===== src/rtl/seg_pkg.sv =====
// Shared constants for the seg_scan display driver: segment bit positions,
// the hex-to-segment code table and a counter width helper.
package seg_pkg;

  // Segment bit positions in the {g,f,e,d,c,b,a,dp} byte
  localparam int unsigned SEG_G  = 7;
  localparam int unsigned SEG_F  = 6;
  localparam int unsigned SEG_E  = 5;
  localparam int unsigned SEG_D  = 4;
  localparam int unsigned SEG_C  = 3;
  localparam int unsigned SEG_B  = 2;
  localparam int unsigned SEG_A  = 1;
  localparam int unsigned SEG_DP = 0;

  // Hex digit to segment byte; the dp bit is always 0 here
  localparam logic [7:0] SEG_CODES [16] = '{
    8'h7E, 8'h0C, 8'hB6, 8'h9E, 8'hCC, 8'hDA, 8'hFA, 8'h0E,
    8'hFE, 8'hDE, 8'hEE, 8'hF8, 8'h72, 8'hBC, 8'hF2, 8'hE2
  };

  // Width of a counter that must hold 0..n-1 (at least one bit)
  function automatic int unsigned cnt_width(input int unsigned n);
    return (n <= 1) ? 1 : $clog2(n);
  endfunction

endpackage


===== src/rtl/seg_dec.sv =====
// Combinational hex to 7-segment decoder, output order {g,f,e,d,c,b,a}.
module seg_dec
  import seg_pkg::*;
(
  input  logic [3:0] hex,
  output logic [6:0] seg
);

  logic [7:0] code;

  // Table lookup, dropping the dp position
  always_comb begin
    code = SEG_CODES[hex];
    seg  = code[SEG_G:SEG_A];
  end

endmodule


===== src/rtl/seg_scan.sv =====
// Time-multiplexed N-digit common-anode 7-segment driver.
// Load strobe captures into a shadow; commit to the active set happens at
// frame boundaries (or immediately while disabled). Optional leading-zero
// blanking is built when SEG_SCAN_LZB_EN is defined.
module seg_scan
  import seg_pkg::*;
#(
  parameter int unsigned NUM_DIGITS = 8,
  parameter int unsigned SCAN_DIV   = 1000,
  parameter int unsigned BLANK_CYC  = 16
) (
  input  logic                    clk,
  input  logic                    rst_n,
  input  logic                    enable,
  input  logic                    load,
  input  logic [4*NUM_DIGITS-1:0] d_in,
  input  logic [NUM_DIGITS-1:0]   dp_in,
  output logic                    pending,
  output logic                    frame_tick,
  output logic                    a,
  output logic                    b,
  output logic                    c,
  output logic                    d,
  output logic                    e,
  output logic                    f,
  output logic                    g,
  output logic                    dp,
  output logic [NUM_DIGITS-1:0]   ds
);

  localparam int unsigned DIV_W = cnt_width(SCAN_DIV);
  localparam int unsigned IDX_W = cnt_width(NUM_DIGITS);

  logic [DIV_W-1:0]        div_q;
  logic [IDX_W-1:0]        idx_q;
  logic [4*NUM_DIGITS-1:0] shadow_d;
  logic [4*NUM_DIGITS-1:0] active_d;
  logic [NUM_DIGITS-1:0]   shadow_dp;
  logic [NUM_DIGITS-1:0]   active_dp;
  logic                    pending_q;
  logic                    frame_tick_q;
  logic [7:0]              seg_q;
  logic [NUM_DIGITS-1:0]   ds_q;

  logic                    slot_end;
  logic                    frame_end;
  logic                    commit;
  logic                    blank_slot;
  logic [3:0]              cur_digit;
  logic                    cur_dp;
  logic [6:0]              cur_seg;
  logic [NUM_DIGITS-1:0]   lzb_mask;
  logic [7:0]              seg_nxt;
  logic [NUM_DIGITS-1:0]   ds_nxt;

  assign slot_end  = enable && (div_q == DIV_W'(SCAN_DIV - 1));
  assign frame_end = slot_end && (idx_q == IDX_W'(NUM_DIGITS - 1));
  // While disabled there is no frame to wait for, so commit at once
  assign commit    = pending_q && (frame_end || !enable);

  // Slot divider and digit index; held at zero while disabled
  always_ff @(posedge clk or negedge rst_n) begin
    if (!rst_n) begin
      div_q <= '0;
      idx_q <= '0;
    end else if (!enable) begin
      div_q <= '0;
      idx_q <= '0;
    end else if (slot_end) begin
      div_q <= '0;
      idx_q <= (idx_q == IDX_W'(NUM_DIGITS - 1)) ? '0 : idx_q + 1'b1;
    end else begin
      div_q <= div_q + 1'b1;
    end
  end

  // Shadow capture and commit; a load coinciding with commit keeps pending set
  always_ff @(posedge clk or negedge rst_n) begin
    if (!rst_n) begin
      shadow_d  <= '0;
      shadow_dp <= '0;
      active_d  <= '0;
      active_dp <= '0;
      pending_q <= 1'b0;
    end else begin
      if (load) begin
        shadow_d  <= d_in;
        shadow_dp <= dp_in;
      end
      if (commit) begin
        active_d  <= shadow_d;
        active_dp <= shadow_dp;
      end
      pending_q <= load | (pending_q & ~commit);
    end
  end

  assign cur_digit = active_d[{idx_q, 2'b00} +: 4];
  assign cur_dp    = active_dp[idx_q];

  seg_dec u_dec (
    .hex (cur_digit),
    .seg (cur_seg)
  );

`ifdef SEG_SCAN_LZB_EN
  // Blank zero digits from the MSD down until a nonzero digit or a set dp
  always_comb begin
    logic leading;
    lzb_mask = '0;
    leading  = 1'b1;
    for (int unsigned k = 0; k < NUM_DIGITS - 1; k++) begin
      if (leading && (active_d[4*(NUM_DIGITS-1-k) +: 4] == 4'h0)
          && !active_dp[NUM_DIGITS-1-k]) begin
        lzb_mask[NUM_DIGITS-1-k] = 1'b1;
      end else begin
        leading = 1'b0;
      end
    end
  end
`else
  assign lzb_mask = '0;
`endif

  assign blank_slot = !enable || (32'(div_q) < BLANK_CYC) || lzb_mask[idx_q];

  // Next pin values for the current slot position
  always_comb begin
    ds_nxt  = '1;
    seg_nxt = '0;
    if (!blank_slot) begin
      ds_nxt[idx_q] = 1'b0;
      seg_nxt       = {cur_seg, cur_dp};
    end
  end

  // Registered pin drivers
  always_ff @(posedge clk or negedge rst_n) begin
    if (!rst_n) begin
      ds_q         <= '1;
      seg_q        <= '0;
      frame_tick_q <= 1'b0;
    end else begin
      ds_q         <= ds_nxt;
      seg_q        <= seg_nxt;
      frame_tick_q <= frame_end;
    end
  end

  assign ds         = ds_q;
  assign pending    = pending_q;
  assign frame_tick = frame_tick_q;
  assign g          = seg_q[SEG_G];
  assign f          = seg_q[SEG_F];
  assign e          = seg_q[SEG_E];
  assign d          = seg_q[SEG_D];
  assign c          = seg_q[SEG_C];
  assign b          = seg_q[SEG_B];
  assign a          = seg_q[SEG_A];
  assign dp         = seg_q[SEG_DP];

endmodule


===== config.mk =====
export PLATFORM = sky130hd
export DESIGN_NAME = seg_scan
export DESIGN_NICKNAME = d
export VERILOG_FILES = /design/src/rtl/seg_pkg.sv /design/src/rtl/seg_dec.sv /design/src/rtl/seg_scan.sv
export SDC_FILE = /design/constraint.sdc
export NUM_CORES = 1
export LEC_CHECK = 0
export ABC_AREA = 1
export CAP_MARGIN = 20
export CELL_PAD_IN_SITES_DETAIL_PLACEMENT = 0
export CELL_PAD_IN_SITES_GLOBAL_PLACEMENT = 2
export CORE_MARGIN = 3
export CORE_UTILIZATION = 33
export CTS_CLUSTER_DIAMETER = 80
export DETAILED_ROUTE_END_ITERATION = 8
export MAX_ROUTING_LAYER = met4
export PLACE_DENSITY_LB_ADDON = 0.25
export REMOVE_ABC_BUFFERS = 1
export SYNTH_ARGS = -nofsm -noshare
export SYNTH_HDL_FRONTEND = slang
export SYNTH_SLANG_ARGS = --single-unit

===== constraint.sdc =====
create_clock -name clk -period 2 [get_ports clk]
set_clock_uncertainty 0.05 [all_clocks]
set_input_delay 0.4 -clock clk [delete_from_list [all_inputs] [get_ports clk]]
set_output_delay 0.4 -clock clk [all_outputs]
set_load 0.01 [all_outputs]

# [After elaboration in Yosys (flattened, before gate mapping)]
# Memories as Yosys holds them, arrays and structs flattened.
# Cells that the tools add are included.
[totals] regBits=111 romBits=136 inputBits=44 out_inout_bits=18 wordCells=49 memories=2
[mem_list] name="(no name shown)" words=16 word_bits=8 read_ports=1 rd_ports_with_merged_regs=0 write_ports=0 line_no="seg_dec.sv:13" rtl="code = SEG_CODES[hex];"
[mem_list] name="(no name shown)" words=8 word_bits=1 read_ports=1 rd_ports_with_merged_regs=0 write_ports=0 line_no="seg_scan.sv:125" rtl="assign blank_slot = !enable || (32'(div_q) < BLANK_CYC) || lzb_mask[idx_q];"
[classes] add_sub_neg=2 magnitude_cmp=4 eq_ne=3 shifts=1 n_mux=14 n_bitwise=5 n_reduce_logical=8
[op_table] operator="$mux W8" n=4
[op_table] operator="$shiftx A32 B6 Y4" n=1
[op_table] operator="$mux W10" n=2
[op_table] operator="$add A10 B1 Y10 const B" n=1
[op_table] operator="$eq A10 B10 Y1 const B" n=1
[op_table] operator="$lt A10 B5 Y1 const B" n=1
[op_table] operator="$mux W3" n=3
[op_table] operator="$not A8 Y8" n=1
[op_table] operator="$ge A5 B5 Y1 const B" n=1
[op_table] operator="$not A4 Y5" n=1
[op_table] operator="$logic_and A1 B1 Y1" n=4
[op_table] operator="$lt A3 B4 Y1 const B" n=1
[op_table] operator="$add A3 B1 Y3 const B" n=1
[op_table] operator="$bmux W1 S3" n=1
[op_table] operator="$demux W1 S3" n=1
[op_table] operator="$eq A3 B3 Y1 const B" n=1
[op_table] operator="$ge A3 B1 Y1 const B" n=1
[op_table] operator="$logic_or A1 B1 Y1" n=3
[op_table] operator="$mux W1" n=3
[op_table] operator="$ne A2 B1 Y1 const B" n=1
[op_table] operator="$and A1 B1 Y1" n=1
[op_table] operator="$logic_not A1 Y1" n=1
[op_table] operator="$not A1 Y1" n=1
[op_table] operator="$or A1 B1 Y1" n=1

# [Logic depth before layout (Yosys ltp)]
[logic_depth] ltp_word=8 depth_mapped=14 depth_no_buf=13

# [By module]
# Synthesis repeated with hierarchy kept, for this count alone.
[hier_totals] cells_unflattened=506 area_unflattened_um2=4892.2
[modules_own_cells] mod="seg_scan" instances=1 cells_each=454 area_per_inst_um2=4621.9 seq_area_each_um2=2787.7
[modules_own_cells] mod="seg_dec" instances=1 cells_each=52 area_per_inst_um2=270.3 seq_area_each_um2=0.0

# [Worst setup path before layout]
# No wires, ideal clock.
[synth_path] path_kind="flip-flop to flip-flop" start="reg idx_q[0]" end="reg seg_q[4]" setup_time_ns=0.119 t_arrival_ns=1.647 required_ns=1.831 slack_ns=0.184 stages_incl_launch_ff=13 n_path_buf=2 synth_period_minus_slack_ns=1.816 path_cell_list="dfrtp_1 > buf_4 > buf_2 > nand3_1 > nand2_1 > nor2_1 > nand2_1 > inv_1 > ha_1 > nand2_1 > nand3_1 > nand2_1 > nor2_1"
[synth_between] elab_chain_len=6 word_cells_on_any_way=9 classes_between="1 x shift; 4 x mux; 1 x bitwise; 1 x reduce/logical; 2 x memory"
[synth_lines] item="start: declaration" line_no="seg_scan.sv:35" rtl="logic [IDX_W-1:0] idx_q;"
[synth_lines] item="start signal: assignment" line_no="seg_scan.sv:71" rtl="idx_q <= (idx_q == IDX_W'(NUM_DIGITS - 1)) ? '0 : idx_q + 1'b1;"
[synth_lines] item="$shiftx A32 B6 Y4" line_no="seg_scan.sv:98" rtl="assign cur_digit = active_d[{idx_q, 2'b00} +: 4];"
[synth_lines] item="$not A4 Y5 (implied by the code)" line_no="seg_dec.sv:13"
[synth_lines] item="$mem_v2 Z16 W8"
[synth_lines] item="$mux W8 (implied by the code) (2 in a row)" line_no="seg_dec.sv:13"
[synth_lines] item="$mux W8 (*)" line_no="seg_scan.sv:131" rtl="if (!blank_slot) begin"
[synth_lines] item="via seg_nxt[4]" line_no="seg_scan.sv:53" rtl="logic [7:0] seg_nxt;"
[synth_lines] item="end signal: assignment" line_no="seg_scan.sv:145" rtl="seg_q <= seg_nxt;"
[synth_lines] item="end: declaration" line_no="seg_scan.sv:42" rtl="logic [7:0] seg_q;"
# The timed path passes the listed nets; every way through them passes the cells marked *. The select of a mux whose other input is x is not followed.
# A chain may end at the register's enable or synchronous reset.

# [Worst setup path after layout]
[layout_path] start="reg idx_q[1]" end="reg seg_q[4]"
# Same word-level chain as after synthesis.

==> reports/metrics.cfg <==
[run_status]
status = finished, final reports clean

[floorplan]
ios = 62
die_w_um = 128
die_y_um = 128
core_area_um2 = 14200
placementRows = 43
die_area_um2 = 16400
initial_core_util_pct = 34.5

[layout]
area_growth_pct = 27.2
stdcell_area_um2 = 6240
antenna_cells = 0
fin_util_pct = 43.9
layout_commonest_cell = nand2_1
final_cell_mix = nand2_1 (154), dfrtp_1 (100), inv_1 (73), clkdlybuf4s50_1 (59), o21ai_0 (49)
drive_gt1_share_pct = 12.6
final_nets = 702
fill_cells = 1447

[synth]
synth-compound-area-share_pct = 11.2
ys.flop_type = dfrtp_1
synthCells = 575
synth_seq_area_share_pct = 56.9
yosys.area_share.simple_pct = 21.2
synth_xor_area_share_pct = 0
yosys_warnings = 0
async_flop_share_pct = 100
synthesis.area_um2 = 4900
synth_cell_types = 29
synthAdderAreaFrac_pct = 2.04
synth_mux_area_share_pct = 0
syn_avg_cell_area_um2 = 8.53
synth-edff-count = 0
ys_ff_latch = 111
synth_top_family_by_area = simple AND/OR/NAND/NOR gates

[sta]
grt_setup_unrepaired = true
worst_slew_pin_slew_ps = 467
fmax_mhz = 525
slew_headroom_pct = 68.9
drv_slew = 0
setup_viol = 0
finalHoldViolCount = 0
fin_crit_sh_pct = 95.3
fin_crit_ps = 1910
setup_ws_ps = 94.7

[pwr]
leakagePower_nw = 3.00
irDropWorstVdd_mv = 0.434
fin_total_pwr_w = 0.00498
power.density_nw_per_um2 = 799

[job]
drv_cap = 0

[routing]
viasPerCell = 4.52
final_antenna_net_count = 0
vias = 3767
wl_um = 11300
dr.pass1.iters = 4
drt-initial-drc-count = 172
post-route-drc-count = 0
avgRoutedWirePerCell_um = 13.6

[grt]
grt_overflow = 0
grt_pass1_vias = 3597
grt_max_degree = 82
grt_pass1_wl_um = 17600
antenna_found_initial = 0
track_usage_pct = 14.1

[clocking]
htreeDepth = 3
cts_root_buffer = clkbuf_16
cts_sinks = 111
cts_buffers = 9
clk_latency_ps = 360
clock_path_buffers = 2
tritoncts = yes
path_clk_slew_ps = 70

[setup_path]
path_cells = buf_4 > nor2_4 > nand2_1 > nor2_1 > nor2_1 > nand2_2 > inv_2 > ha_1 > nand2_1 > nand3_1 > nand2_1 > nor2_1
cp.required_ps = 2190
timing.critical_path.slowest_stage_cell = dfrtp_2
critPathKind = reg2reg
cp_slowest_stage_delay_ps = 460
critical_path_arrival_ps = 2100
cp-start-kind = flop
end_kind = flop
crit_path_max_fanout = 6

[placement]
placed_cell_area_um2 = 5780
pre_cts_ws_ps = 16.1
routabilityCongestion = 0.792
numPortBuffers = 61
dp.final_hpwl_um = 7520

[min_path]
hold_path_class = reg2reg

critical path, delay by kind of cell (launching register included):
family	cells	cell delay, ps
simple gates	9	760
buf+inv	2	230
fa+ha+maj	1	290
flops	1	460
cell type report:
type,count,area [um2],area share [%]
inverter,82,310,4.97
sequential,111,2790,44.7
timing repair buffer,87,893,14.3
tap,180,225,3.61
multi-input combinational,359,1730,27.8
clock inverter,4,47.5,0.762
clock buffer,10,239,3.83
Yosys cell counts (2+ instances only):
master / n / area [um2]
dfstp_2: 8 / 210
o21bai_1: 3 / 22.5
nor3_1: 3 / 15.0
ha_1: 8 / 100
inv_2: 8 / 30.0
nand2_2: 5 / 31.3
o21ai_1: 42 / 210
nor2_2: 2 / 12.5
buf_2: 7 / 35.0
o21ai_0: 49 / 245
nand2_4: 3 / 33.8
inv_1: 73 / 274
clkbuf_1: 9 / 33.8
a21oi_1: 8 / 40.0
nand3_1: 28 / 140
nand4_1: 3 / 18.8
dfrtp_1: 103 / 2580
nand2_1: 156 / 586
nor2_1: 41 / 154
buf_4: 7 / 52.6
per-layer routing:
| layer | GRT usage (%) | routed length (um) |
|---|---|---|
| met2 | 21.5 | 5330 |
| met3 | 3.71 | 424 |
| met5 | - | 0 |
| met4 | 5.06 | 140 |
| met1 | 18.2 | 5450 |
where the power goes:
group          leakage (nW)  switching [W]  internal [W]
Clock                 0.140       0.000785      0.000987
Sequential             1.38      0.0000939       0.00244
Combinational          1.48       0.000389      0.000288
state kept, by name, indices dropped and copies added (netlist names):
name	count
div_q	10
seg_q	8
ds	8
active_d	32
pending	1
shadow_d	32
frame_tick	1
active_dp	8
shadow_dp	8
idx_q	3
cell families after synthesis:
kind of cell	Yosys count
flip-flops	111
AND/OR/NAND/NOR	245
AO/OA/AOI/OAI	106
adder cells (fa/ha/maj)	8
buffers and inverters	105
final timing paths:
check / cells past startpoint / end / start / slack (ps)
min reg2reg: 2 / active_dp[6]$_DFFE_PN0P_ / active_dp[6]$_DFFE_PN0P_ / 440
max reg2reg: 12 / seg_q[4]$_DFF_PN0_ / idx_q[1]$_DFFE_PN0P_ / 90
max: 12 / seg_q[4]$_DFF_PN0_ / idx_q[1]$_DFFE_PN0P_ / 90
min: 2 / active_dp[6]$_DFFE_PN0P_ / active_dp[6]$_DFFE_PN0P_ / 440
max in group asynchronous: 3 / shadow_d[2]$_DFFE_PN0P_ / rst_n / 780
min in group asynchronous: 2 / div_q[9]$_DFF_PN0_ / rst_n / 490
stage by stage:
stage	hold WS (ps)	cells	setup TNS [ps]
after floorplan	54.4	552	-11100
after global placement	341	809	0
after detailed placement	345	809	0
after CTS	425	824	0
after global routing	461	833	-25.8
final	440	833	0
what timing repair did:
action,CTS,global route
hold buffers,1,0
buffers inserted,0,6
endpoints found under the hold margin,30,0
gates cloned,0,3
gates resized for setup,1,16
setup endpoints to repair,1,43
pin swaps,0,2
No activity file was read; power rests on OpenSTA's default activity.
